--- config.mk ---
export PLATFORM = sky130hd
export DESIGN_NAME = frame_capture_ctrl
export DESIGN_NICKNAME = d
export VERILOG_FILES = /design/src/rtl/frame_capture_ctrl.sv
export SDC_FILE = /design/constraint.sdc
export NUM_CORES = 1
export LEC_CHECK = 0
export CORE_AREA = 2 2 120 122
export CTS_BUF_LIST = sky130_fd_sc_hd__clkbuf_16
export DETAILED_ROUTE_END_ITERATION = 6
export DIE_AREA = 0 0 122 124
export HOLD_SLACK_MARGIN = 0.08
export PLACE_DENSITY = 0.73
export SLEW_MARGIN = 25
export SYNTH_ARGS = -nofsm -noshare
export SYNTH_HDL_FRONTEND = slang
export SYNTH_SLANG_ARGS = --single-unit
--- constraint.sdc ---
create_clock -name p_clk -period 4.5 [get_ports p_clk]
set_input_delay 0.675 -clock p_clk [delete_from_list [all_inputs] [get_ports p_clk]]
set_output_delay 0.675 -clock p_clk [all_outputs]
set_load 0.05 [all_outputs]
--- src/rtl/frame_capture_ctrl.sv ---
// frame_capture_ctrl: arms on a start request, gates one camera frame of
// line-valid into the pixel datapath, checks the frame geometry and buffers
// the assembled pixels in a small FIFO read through a valid/ready port.
// Optional build macro FRAME_CAP_DECIMATE_EN: keep only even-column pixels
// on even rows (half-resolution output); geometry checks still use full counts.
module frame_capture_ctrl #(
  parameter int PixelBitWidth = 16,
  parameter int FrameWidth    = 640,
  parameter int FrameHeight   = 480,
  parameter int FifoDepth     = 8
) (
  input  logic                     p_clk,
  input  logic                     RST,
  input  logic                     v_sync,
  input  logic                     h_sync,
  input  logic                     start,
  input  logic                     abort,
  output logic                     cap_h_sync,
  output logic                     cap_rst_n,
  input  logic [PixelBitWidth-1:0] pix_data,
  input  logic                     pix_ready,
  output logic [PixelBitWidth-1:0] o_data,
  output logic                     o_last,
  output logic                     o_valid,
  input  logic                     i_ready,
  output logic                     busy,
  output logic                     done,
  output logic                     overflow,
  output logic                     frame_err
);

  localparam int ColW  = $clog2(FrameWidth + 1);
  localparam int RowW  = $clog2(FrameHeight + 1);
  localparam int AddrW = $clog2(FifoDepth);

  localparam logic [ColW-1:0] ColFull = ColW'(FrameWidth);
  localparam logic [ColW-1:0] ColMax  = '1;
  localparam logic [RowW-1:0] RowLast = RowW'(FrameHeight - 1);
`ifdef FRAME_CAP_DECIMATE_EN
  localparam logic [ColW-1:0] ColLastKept = ColW'(FrameWidth - 2);
  localparam logic [RowW-1:0] RowLastKept = RowW'(FrameHeight - 2);
`else
  localparam logic [ColW-1:0] ColLastKept = ColW'(FrameWidth - 1);
  localparam logic [RowW-1:0] RowLastKept = RowW'(FrameHeight - 1);
`endif

  typedef enum logic [2:0] {
    ST_IDLE, ST_ARM, ST_SYNC, ST_CAPTURE, ST_DRAIN
  } state_t;

  state_t state_reg, state_next;

  logic v_q, h_q;
  logic v_fall, v_rise, h_fall;
  logic capture_en;
  logic start_acc, fifo_flush;
  logic final_line_end;

  logic [ColW-1:0] col_reg;
  logic [RowW-1:0] row_reg;
  logic            overflow_reg, frame_err_reg;

  logic [AddrW:0]           wr_ptr_reg, rd_ptr_reg;
  logic [PixelBitWidth:0]   mem [FifoDepth];
  logic [PixelBitWidth:0]   head;
  logic                     fifo_empty, fifo_full;
  logic                     push_req, push_ok, push_keep, push_last, pop;

  assign v_fall = v_q & ~v_sync;
  assign v_rise = ~v_q & v_sync;
  assign h_fall = h_q & ~h_sync;

  assign start_acc      = (state_reg == ST_IDLE) & start & ~abort;
  assign fifo_flush     = abort | start_acc;
  assign final_line_end = h_fall & (row_reg == RowLast);

  // Raw sync inputs sampled once for edge detection.
  always_ff @(posedge p_clk or posedge RST) begin
    if (RST) begin
      v_q <= 1'b0;
      h_q <= 1'b0;
    end else begin
      v_q <= v_sync;
      h_q <= h_sync;
    end
  end

  // State register.
  always_ff @(posedge p_clk or posedge RST) begin
    if (RST) state_reg <= ST_IDLE;
    else     state_reg <= state_next;
  end

  // Next-state logic; abort overrides every transition.
  always_comb begin
    state_next = state_reg;
    case (state_reg)
      ST_IDLE:    if (start) state_next = ST_ARM;
      ST_ARM:     if (v_sync) state_next = ST_SYNC;
      ST_SYNC:    if (v_fall) state_next = ST_CAPTURE;
      ST_CAPTURE: if (final_line_end || v_rise) state_next = ST_DRAIN;
      ST_DRAIN:   if (fifo_empty) state_next = ST_IDLE;
      default:    state_next = ST_IDLE;
    endcase
    if (abort) state_next = ST_IDLE;
  end

  // Outputs decoded from the state; capture_en is exactly "in CAPTURE".
  always_comb begin
    capture_en = (state_reg == ST_CAPTURE);
    busy       = (state_reg != ST_IDLE);
    cap_h_sync = h_sync & capture_en;
    cap_rst_n  = capture_en;
    done       = (state_reg == ST_DRAIN) & fifo_empty & ~abort;
  end

  // Pixel/line counters; col saturates so an overlong line cannot alias.
  always_ff @(posedge p_clk or posedge RST) begin
    if (RST) begin
      col_reg <= '0;
      row_reg <= '0;
    end else if (start_acc) begin
      col_reg <= '0;
      row_reg <= '0;
    end else if (capture_en) begin
      if (h_fall) begin
        col_reg <= '0;
        row_reg <= row_reg + 1'b1;
      end else if (pix_ready && col_reg != ColMax) begin
        col_reg <= col_reg + 1'b1;
      end
    end
  end

  // Sticky error flags, cleared only by an accepted start.
  always_ff @(posedge p_clk or posedge RST) begin
    if (RST) begin
      overflow_reg  <= 1'b0;
      frame_err_reg <= 1'b0;
    end else if (start_acc) begin
      overflow_reg  <= 1'b0;
      frame_err_reg <= 1'b0;
    end else if (capture_en && !abort) begin
      if (push_req && fifo_full && !pop) overflow_reg <= 1'b1;
      if (h_fall && col_reg != ColFull) frame_err_reg <= 1'b1;
      // A completed final line wins over a simultaneous vsync rise.
      if (v_rise && !final_line_end) frame_err_reg <= 1'b1;
    end
  end

  assign overflow  = overflow_reg;
  assign frame_err = frame_err_reg;

`ifdef FRAME_CAP_DECIMATE_EN
  assign push_keep = ~col_reg[0] & ~row_reg[0];
`else
  assign push_keep = 1'b1;
`endif
  assign push_last = (row_reg == RowLastKept) & (col_reg == ColLastKept);

  assign fifo_empty = (wr_ptr_reg == rd_ptr_reg);
  assign fifo_full  = (wr_ptr_reg[AddrW] != rd_ptr_reg[AddrW]) &&
                      (wr_ptr_reg[AddrW-1:0] == rd_ptr_reg[AddrW-1:0]);
  assign pop        = ~fifo_empty & i_ready;
  assign push_req   = capture_en & pix_ready & push_keep;
  assign push_ok    = push_req & (~fifo_full | pop);

  // FIFO pointers; a flush simply realigns them.
  always_ff @(posedge p_clk or posedge RST) begin
    if (RST) begin
      wr_ptr_reg <= '0;
      rd_ptr_reg <= '0;
    end else if (fifo_flush) begin
      wr_ptr_reg <= '0;
      rd_ptr_reg <= '0;
    end else begin
      if (push_ok) wr_ptr_reg <= wr_ptr_reg + 1'b1;
      if (pop)     rd_ptr_reg <= rd_ptr_reg + 1'b1;
    end
  end

  // FIFO storage: {last, pixel} per entry, no reset needed.
  always_ff @(posedge p_clk) begin
    if (push_ok) mem[wr_ptr_reg[AddrW-1:0]] <= {push_last, pix_data};
  end

  assign head    = mem[rd_ptr_reg[AddrW-1:0]];
  assign o_valid = ~fifo_empty;
  // Head is masked while empty so the port reads zero out of reset.
  assign o_data  = o_valid ? head[PixelBitWidth-1:0] : '0;
  assign o_last  = o_valid & head[PixelBitWidth];

endmodule

* Yosys cells after proc, flatten, opt, wreduce, memory -nomap -nowiden *
Memory sizes are Yosys's and may differ from the RTL's.
Cells that the tools add are included.

cells by class
  bitwise gates (word level) = 22
  add/sub/neg operators = 4
  reductions and logical operators = 26
  multiplexer cells = 28
  eq/ne operators = 16

operators by type and width
  kind                                                  count
  two-way mux 10 bit                                    4
  two-way mux 9 bit                                     3
  != test 10 bit (second input constant)                2
  two-way mux 3 bit                                     6
  two-way mux 16 bit                                    1
  two-way mux 4 bit                                     4
  one-hot mux 3 bit (5 select lines)                    1
  bitwise AND 1 bit                                     14
  != test 3 bit (second input constant)                 4
  nonzero test 2 bit                                    6
  adder 10 x 1 -> 10 bit (second input constant)        1
  equality test 10 bit (second input constant)          1
  adder 9 x 1 -> 9 bit (second input constant)          1
  equality test 9 bit (second input constant)           1
  two-way mux 1 bit                                     9
  nonzero test 3 bit                                    3
  adder 4 x 1 -> 4 bit (second input constant)          2
  AND reduction 2 bit                                   4
  logical AND 1 bit                                     7
  equality test 3 x 2 -> 1 bit (second input constant)  2
  inverter 1 bit                                        6
  AND reduction 5 bit                                   1
  equality test 4 bit                                   1
  equality test 3 x 1 -> 1 bit (second input constant)  1
  other kinds (8)                                       11

word-level totals
  memories kept = 1
  flip-flop bits (word level) = 34
  RAM bits = 136
  input bits = 24
  word-level logic and storage cells = 106
  output and inout bits = 24

memory list
  memory  depth  bits a word  read ports  clocked after memory_dff  write ports  line  text
  mem     8      17           1           0                         1            64    logic [PixelBitWidth:0] mem [FifoDepth];

* Logic depth before layout (Yosys ltp) *
Gate-level depths: netlist of the first run.

  depth after elaboration = 8
  depth in mapped cells = 7
  mapped depth without buffers = 6

* Worst setup path after synthesis of the first run *
Ideal clock, no wire load.

  path kind = input port to flip-flop
  start = input pix_ready
  end = memory mem[0][0] (netlist name), enable pin
  setup time = 0.435 ns
  stages on the path = 4
  setup slack = 1.280 ns
  data arrival time = 2.785 ns
  required time = 4.065 ns
  path buffers = 1
  cells stage by stage = and4b_1 > buf_4 > o21ai_1 > nor4_1

between the ends
  cells in the longest elaborated chain, start to end = 4

RTL lines
  what                                     line  text
  start: declaration                       21    input logic pix_ready,
  bitwise AND 1 bit                        165   assign push_req = capture_en & pix_ready & push_keep;
  bitwise AND 1 bit                        166   assign push_ok = push_req & (~fifo_full | pop);
  two-way mux 1 bit                        184   if (push_ok) mem[wr_ptr_reg[AddrW-1:0]] <= {push_last, pix_data};
  two-way mux 1 bit (implied by the code)  184
  end: declaration                         64

No other way between the ends.

* Worst setup path in the final report of the first run *
  start = register rd_ptr_reg[0]
  end = output done

between the ends
  cells in the longest elaborated chain, start to end = 3

RTL lines
  what                            line  text
  start: declaration              63    logic [AddrW:0] wr_ptr_reg, rd_ptr_reg;
  start signal: assignment        178   if (pop) rd_ptr_reg <= rd_ptr_reg + 1'b1;
  equality test 4 bit             161   assign fifo_empty = (wr_ptr_reg == rd_ptr_reg);
  bitwise AND 1 bit (2 in a row)  114   done = (state_reg == ST_DRAIN) & fifo_empty & ~abort;
  end: declaration                27    output logic done,

No other way between the ends.

==> impl_results.md, run 1 <==
* Status: complete, no violations
* Peak VDD IR at 0.000275 V
* CTS Sinks at 170
* Worst EP required at 3830 ps
* Crit Path Category: flip-flop to primary output
* P_int at 0.00279 W
* FF/Latch Area at 4940 µm²
* First-pass GRT wire length at 22500 µm
* Sw frac at 0.231
* Sequential power share at 0.487
* Non-filler cells, final at 709
* Via Count at 4133
* Clk root buf: clkbuf_16
* Drt total wl at 13900 µm
* Dpl cells at 678
* Fmax at 274 MHz
* Period utilization at 0.811
* Fin nets at 546
* Logic pwr share at 0.084
* Die ar. at 15100 µm²
* Number of global-route vias before repair at 4237
* Final ANT Viol Nets at 0
* CTS buffer count at 17
* Hold Fails Final Rpt at 0
* Leakage at 2.98 nW
* Filler cell count at 1004
* EDFF count, synth at 136
* I/O Buffers at 47
* P&R area growth vs syn at 18.4%
* Dpl hpwl at 8540 µm
* Max Cap Violations at 0
* Flops & latches, synth at 170
* Setup TNS at 0 ps
* Cell taking the most area after synthesis: edfxtp_1
* Synth Cell Area at 7410 µm²
* Drt initial violations at 392
* Diode count at 0
* Async SR Flop Fraction at 0.200
* Post-route DRC at 0
* Worst hold path class: flip-flop to flip-flop
* Share of layout cells above drive strength 1 at 0.195
* DIE WIDTH at 122 µm
* Worst path arrival time at 2970 ps
* Row cnt at 43
* Clock latency on the worst-skew pair at 430 ps
* Number of distinct library cells after synthesis at 62
* DR vias/cell at 5.83
* Worst slew margin at 0.462
* Main flop type after synthesis: edfxtp_1
* Mapped Avg Cell Area at 16.0 µm²
* Syn nets at 491
* Postcts setup bufs at 0
* Die Y at 124 µm
* Share of the synthesized area in the top cell type at 0.551
* Post-cts sizing count at 0
* Global route overflow at 0
* Setup crit end kind: primary output
* CTS tree: yes
* Power density cells at 413 nW/µm²
* Initial core utilization at 0.540
* Routability cong. at 0.820
* Ranking of synthesized cells by area: edfxtp_1 55%, dfrtp_1 11%, mux4_2 10%, mux2i_1 3.2%, nor2_1 1.6%
* Final core occ at 0.639
* Max Slew Vio Count at 0
* DRT Pass-1 Iters at 4
* Register area share after synthesis at 0.666
* Crit path max fanout at 18
* Largest net degree at the start of global routing at 39
* Number of placed I/O pins at 48
* Core Area at 13700 µm²
* # setup viols final at 0
* Synth Instances at 462
* Drt wl/cell at 19.7 µm
* Synth warn at 0
* H-tree Lvls at 4
* Initial antenna violation count at 0
* Area of the multi-input gates at 2340 µm²
* Minimum clock period at 3650 ps
* CTS Hold Bufs at 0
* Clk pwr share at 0.429
* GRT Total Usage at 0.202
* Worst Tran Pin Value at 806 ps
* DP Area at 8120 µm²
* RSZ-0062 raised after global routing: no
* CP startpoint kind: flip-flop
* CTS Buffer Depth at 2
* Switching pwr at 0.000837 W
* Max reg flops at 136
* Worst-path clk slew at 60 ps
* Final instance area at 8770 µm²
* Skew final at 7.37 ps
==> logic make-up (layout without fill, tap and decap cells) <==
group	count (synthesis)	count (layout)	synth area share
xor+xnor	15	15	0.0188
compound gates	44	44	0.0438
buf+inv	34	101	0.0230
fa+ha+maj	5	5	0.00845
flops	170	170	0.666
mux	59	59	0.137
simple gates	135	135	0.103
==> stage by stage <==
stage                     power, W  setup WS, ps  hold WS, ps
after floorplan            0.00200          1280          516
after CTS                  0.00365           781          519
after global placement     0.00209          1190          512
after global routing       0.00374           654          552
after detailed placement   0.00210          1220          495
final                      0.00362           851          516
==> per-layer routing <==
metal / share of wire / routed length, µm / GRT usage / vias to the layer above
met5: 0 / 0 / 0 / -
met4: 0.0082 / 114 / 0.0812 / 0
met3: 0.050 / 691 / 0.0430 / 7
met2: 0.51 / 7180 / 0.334 / 95
met1: 0.43 / 5970 / 0.265 / 2100
li1: - / - / - / 1931
==> worst max-delay path: stages, from the launching register on <==
cell and delay (ps):
dfrtp_2 650, xnor2_1 190, nand3_2 150, nor2_4 490
inv_2 110, nor2b_1 130, clkdlybuf4s50_1 810
==> path summary, 6_finish.rpt <==
| check | slack, ps | end | from | cells past startpoint |
|---|---|---|---|---|
| min in group asynchronous | 640 | row_reg[0] | RST | 3 |
| worst min-delay path | 520 | frame_err | frame_err | 1 |
| worst max-delay path | 850 | done | rd_ptr_reg[0] | 6 |
| max in group asynchronous | 3520 | rd_ptr_reg[0] | RST | 3 |
| worst min register to register | 520 | frame_err | frame_err | 1 |
| worst max register to register | 2000 | mem[4][0] | state_reg[0] | 4 |
==> power groups by stage <==
stage,Sequential (W),Combinational (W),Clock (W)
floorplan,0.00179,0.000215,0
global placement,0.00180,0.000295,0
detailed placement,0.00180,0.000304,0
CTS,0.00177,0.000306,0.00158
global route,0.00177,0.000330,0.00163
finish,0.00177,0.000303,0.00155
==> final cells by class <==
| type | count | share of cell area |
|---|---|---|
| well taps | 180 | 0.0257 |
| repair buffers | 61 | 0.0671 |
| multi-input cells | 258 | 0.267 |
| clock inverters | 14 | 0.0247 |
| inverters | 9 | 0.00385 |
| clock buffers | 17 | 0.0485 |
| flip-flops and latches | 170 | 0.563 |
==> cells in the final DEF, fill, tap and decap left out, types with 13 or more instances in the layout <==
cell type,instances
buf_4,13
clkbuf_16,17
clkdlybuf4s50_1,47
dfrtp_1,33
edfxtp_1,136
mux2i_1,24
mux4_2,34
nand2_1,22
nand3_1,18
nor2_1,31
==> cells in the mapped netlist, types with 5 or more instances <==
cell      count
nor2b_1       6
o21ai_0       5
mux4_2       34
dfrtp_1      34
nor2_1       31
nor3_1        9
nand3_1      18
nor4_1        5
a21oi_1       8
nand2_1      22
or4_1         6
ha_1          5
xor2_1        7
xnor2_1       7
inv_1         7
nand2b_1      6
mux2i_1      24
buf_2         9
edfxtp_1    136
clkbuf_1     10
(Power assumes the default switching activity.)
==> inputs of run 2 (changes only) <==
==> constraint.sdc (replaced) <==
create_clock -name p_clk -period 3.7 [get_ports p_clk]
set_input_delay 0.555 -clock p_clk [delete_from_list [all_inputs] [get_ports p_clk]]
set_output_delay 0.555 -clock p_clk [all_outputs]
set_load 0.05 [all_outputs]
==> impl_results.md, run 2 (synthesis gave the netlist of run 1 again) <==
* Worst Hold Slack at 511 ps (was 516 ps)
* H-tree Lvls at 4 (unchanged)
* Most Crowded Layer GR: met2 (unchanged)
* Period utilization at 0.901
* Crit path max fanout at 39 (was 18)
* Fin nets at 550 (was 546)
* Minimum clock period at 3330 ps
* DIE WIDTH at 122 µm (unchanged)
* Skew final at 11.9 ps (was 7.37 ps)
* Drt initial violations at 465 (was 392)
* Fmax at 300 MHz
* Leakage at 2.98 nW (about the same)
* M3 GR Usage at 0.0394 (was 0.0430)
* Worst Tran Pin Value at 779 ps (was 806 ps)
* Met1 Usage GRT at 0.286 (was 0.265)
* R2r endpoint: mem[1][1] (was mem[4][0])
* Setup TNS at 0 ps (unchanged)
* Crit Path Category: flip-flop to primary output (unchanged)
* Setup crit end kind: primary output (unchanged)
* CTS Sinks at 170 (unchanged)
* Worst path arrival time at 2780 ps (was 2970 ps)
* Most common cell after layout, fill and taps aside: edfxtp_1 (unchanged)
* Final core occ at 0.635 (was 0.639)
* Post-route DRC at 0 (unchanged)
* I/O Buffers at 47 (unchanged)
* Via Count at 4260 (was 4133)
* Routability cong. at 0.841 (was 0.820)
* Final ANT Viol Nets at 0 (unchanged)
* Largest net degree at the start of global routing at 40 (was 39)
* Post-cts sizing count at 0 (unchanged)
* Core Area at 13700 µm² (unchanged)
* Global route overflow at 0 (unchanged)
* Global-route met2 utilization at 0.341 (was 0.334)
* Worst slew margin at 0.480 (was 0.462)
* Die Y at 124 µm (unchanged)
* Share of layout cells above drive strength 1 at 0.199 (was 0.195)
* P&R area growth vs syn at 17.6% (was 18.4%)
* R2R Setup Slk at 1210 ps (was 2000 ps)
* Max reg flops at 136 (unchanged)
* CTS Buffer Depth at 2 (unchanged)
* GRT Total Usage at 0.210 (was 0.202)
* Clock latency on the worst-skew pair at 430 ps (about the same)
* CP startpoint kind: flip-flop (unchanged)
* DRT Pass-1 Iters at 5 (was 4)
* Clk root buf: clkbuf_16 (unchanged)
* Number of global-route vias before repair at 4336 (was 4237)
* Worst hold path class: input pin to asynchronous set/reset pin (was flip-flop to flip-flop)
* Final Power at 0.00416 W (was 0.00362 W)
* FF/Latch Area at 4940 µm² (unchanged)
* CTS buffer count at 17 (unchanged)
* Number of placed I/O pins at 48 (unchanged)
* Max Cap Violations at 0 (unchanged)
* Drt total wl at 14600 µm (was 13900 µm)
* DR vias/cell at 5.97 (was 5.83)
* RSZ-0062 raised after global routing: no (unchanged)
* Setup ws final at 368 ps (was 851 ps)
* Filler cell count at 998 (was 1004)
* Power density cells at 478 nW/µm² (was 413 nW/µm²)
* Dpl hpwl at 9160 µm (was 8540 µm)
* First-pass GRT wire length at 23300 µm (was 22500 µm)
* Drt wl/cell at 20.5 µm (was 19.7 µm)
* Die ar. at 15100 µm² (unchanged)
* Worst EP required at 3140 ps (was 3830 ps)
* Postcts setup bufs at 0 (unchanged)
* RR Startpoint: state_reg[0] (unchanged)
* Max Slew Vio Count at 0 (unchanged)
* Row cnt at 43 (unchanged)
* # setup viols final at 0 (unchanged)
* CTS Hold Bufs at 0 (unchanged)
* Hold Fails Final Rpt at 0 (unchanged)
* Peak VDD IR at 0.000309 V (was 0.000275 V)
* Area of the multi-input gates at 2340 µm² (about the same)
* CTS tree: yes (unchanged)
* Reg2reg path depth at 4 (unchanged)
* Most frequent cells in the layout: 136 x edfxtp_1, 46 x clkdlybuf4s50_1, 34 x mux4_2 (was 136 x edfxtp_1, 47 x clkdlybuf4s50_1, 34 x mux4_2)
* Initial antenna violation count at 0 (unchanged)
* Initial core utilization at 0.540 (unchanged)
* Status: complete, no violations (unchanged)
* Worst-path clk slew at 60 ps (about the same)
* Diode count at 0 (unchanged)
* Dpl ws at 793 ps (was 1220 ps)
[run 2: cell count changes in the layout (fill, tap and decap cells not counted), moves of 2 or more]
cell	change
inv_8	-2
bufinv_16	-3
buf_4	+4
clkinv_2	+3
clkinv_1	+2
inv_6	+3
[run 2: stage by stage]
stage	instances	area, µm²
4_1_cts	714	8700
3_5_place_dp	682	8160
5_1_grt	714	8710
6_report	714	8710
2_1_floorplan	462	7410
3_3_place_gp	682	8160
[run 2: where the power goes]
group / switching [W] / leakage (nW) / internal (W)
Combinational: 0.000226 / 1.00 / 0.000143
Clock: 0.000722 / 0.276 / 0.000925
Sequential: 0.0000481 / 1.70 / 0.00210
Total: 0.000995 / 2.98 / 0.00317
[run 2: worst max-delay path: stages, from the launching register on]
cell and delay, ps:
dfrtp_2 410, buf_12 210, xnor2_1 240, nand3_2 160
nor2_4 480, nor2_1 120, clkdlybuf4s50_1 720
[run 2: worst max-delay path by stage]
| stage | startpoint | endpoint |
|---|---|---|
| 4_1_cts | rd_ptr_reg[0] | o_data[0] |
| 5_1_grt | rd_ptr_reg[0] | o_data[11] |
| 6_report | rd_ptr_reg[0] | o_data[0] |
| 3_3_place_gp | pix_ready | mem[2][1] |
| 2_1_floorplan | state_reg[0] | mem[0][0] |
| 3_5_place_dp | rd_ptr_reg[0] | o_data[0] |
[run 2: cell type report]
cell class                 instances  area share
clock buffer                      17      0.0488
clock inverter                    15      0.0142
inverter                           9     0.00388
multi-input combinational        258       0.268
sequential                       170       0.567
tap                              180      0.0259
timing repair buffer              65      0.0721
[run 2: per-layer routing]
layer	share of wire	routed length [µm]
met2	0.51	7480
met1	0.43	6330
met3	0.040	581
met4	0.016	235
met5	0	0
==> inputs of run 3 (changes only) <==
--- a/config.mk
+++ b/config.mk
@@ -11,7 +11,7 @@
 export DIE_AREA = 0 0 122 124
 export HOLD_SLACK_MARGIN = 0.08
 export PLACE_DENSITY = 0.73
-export SLEW_MARGIN = 25
+export SLEW_MARGIN = 20
 export SYNTH_ARGS = -nofsm -noshare
 export SYNTH_HDL_FRONTEND = slang
 export SYNTH_SLANG_ARGS = --single-unit
==> results of run 3 <==
The final DEF is identical to that of run 2; final timing and power are the same.
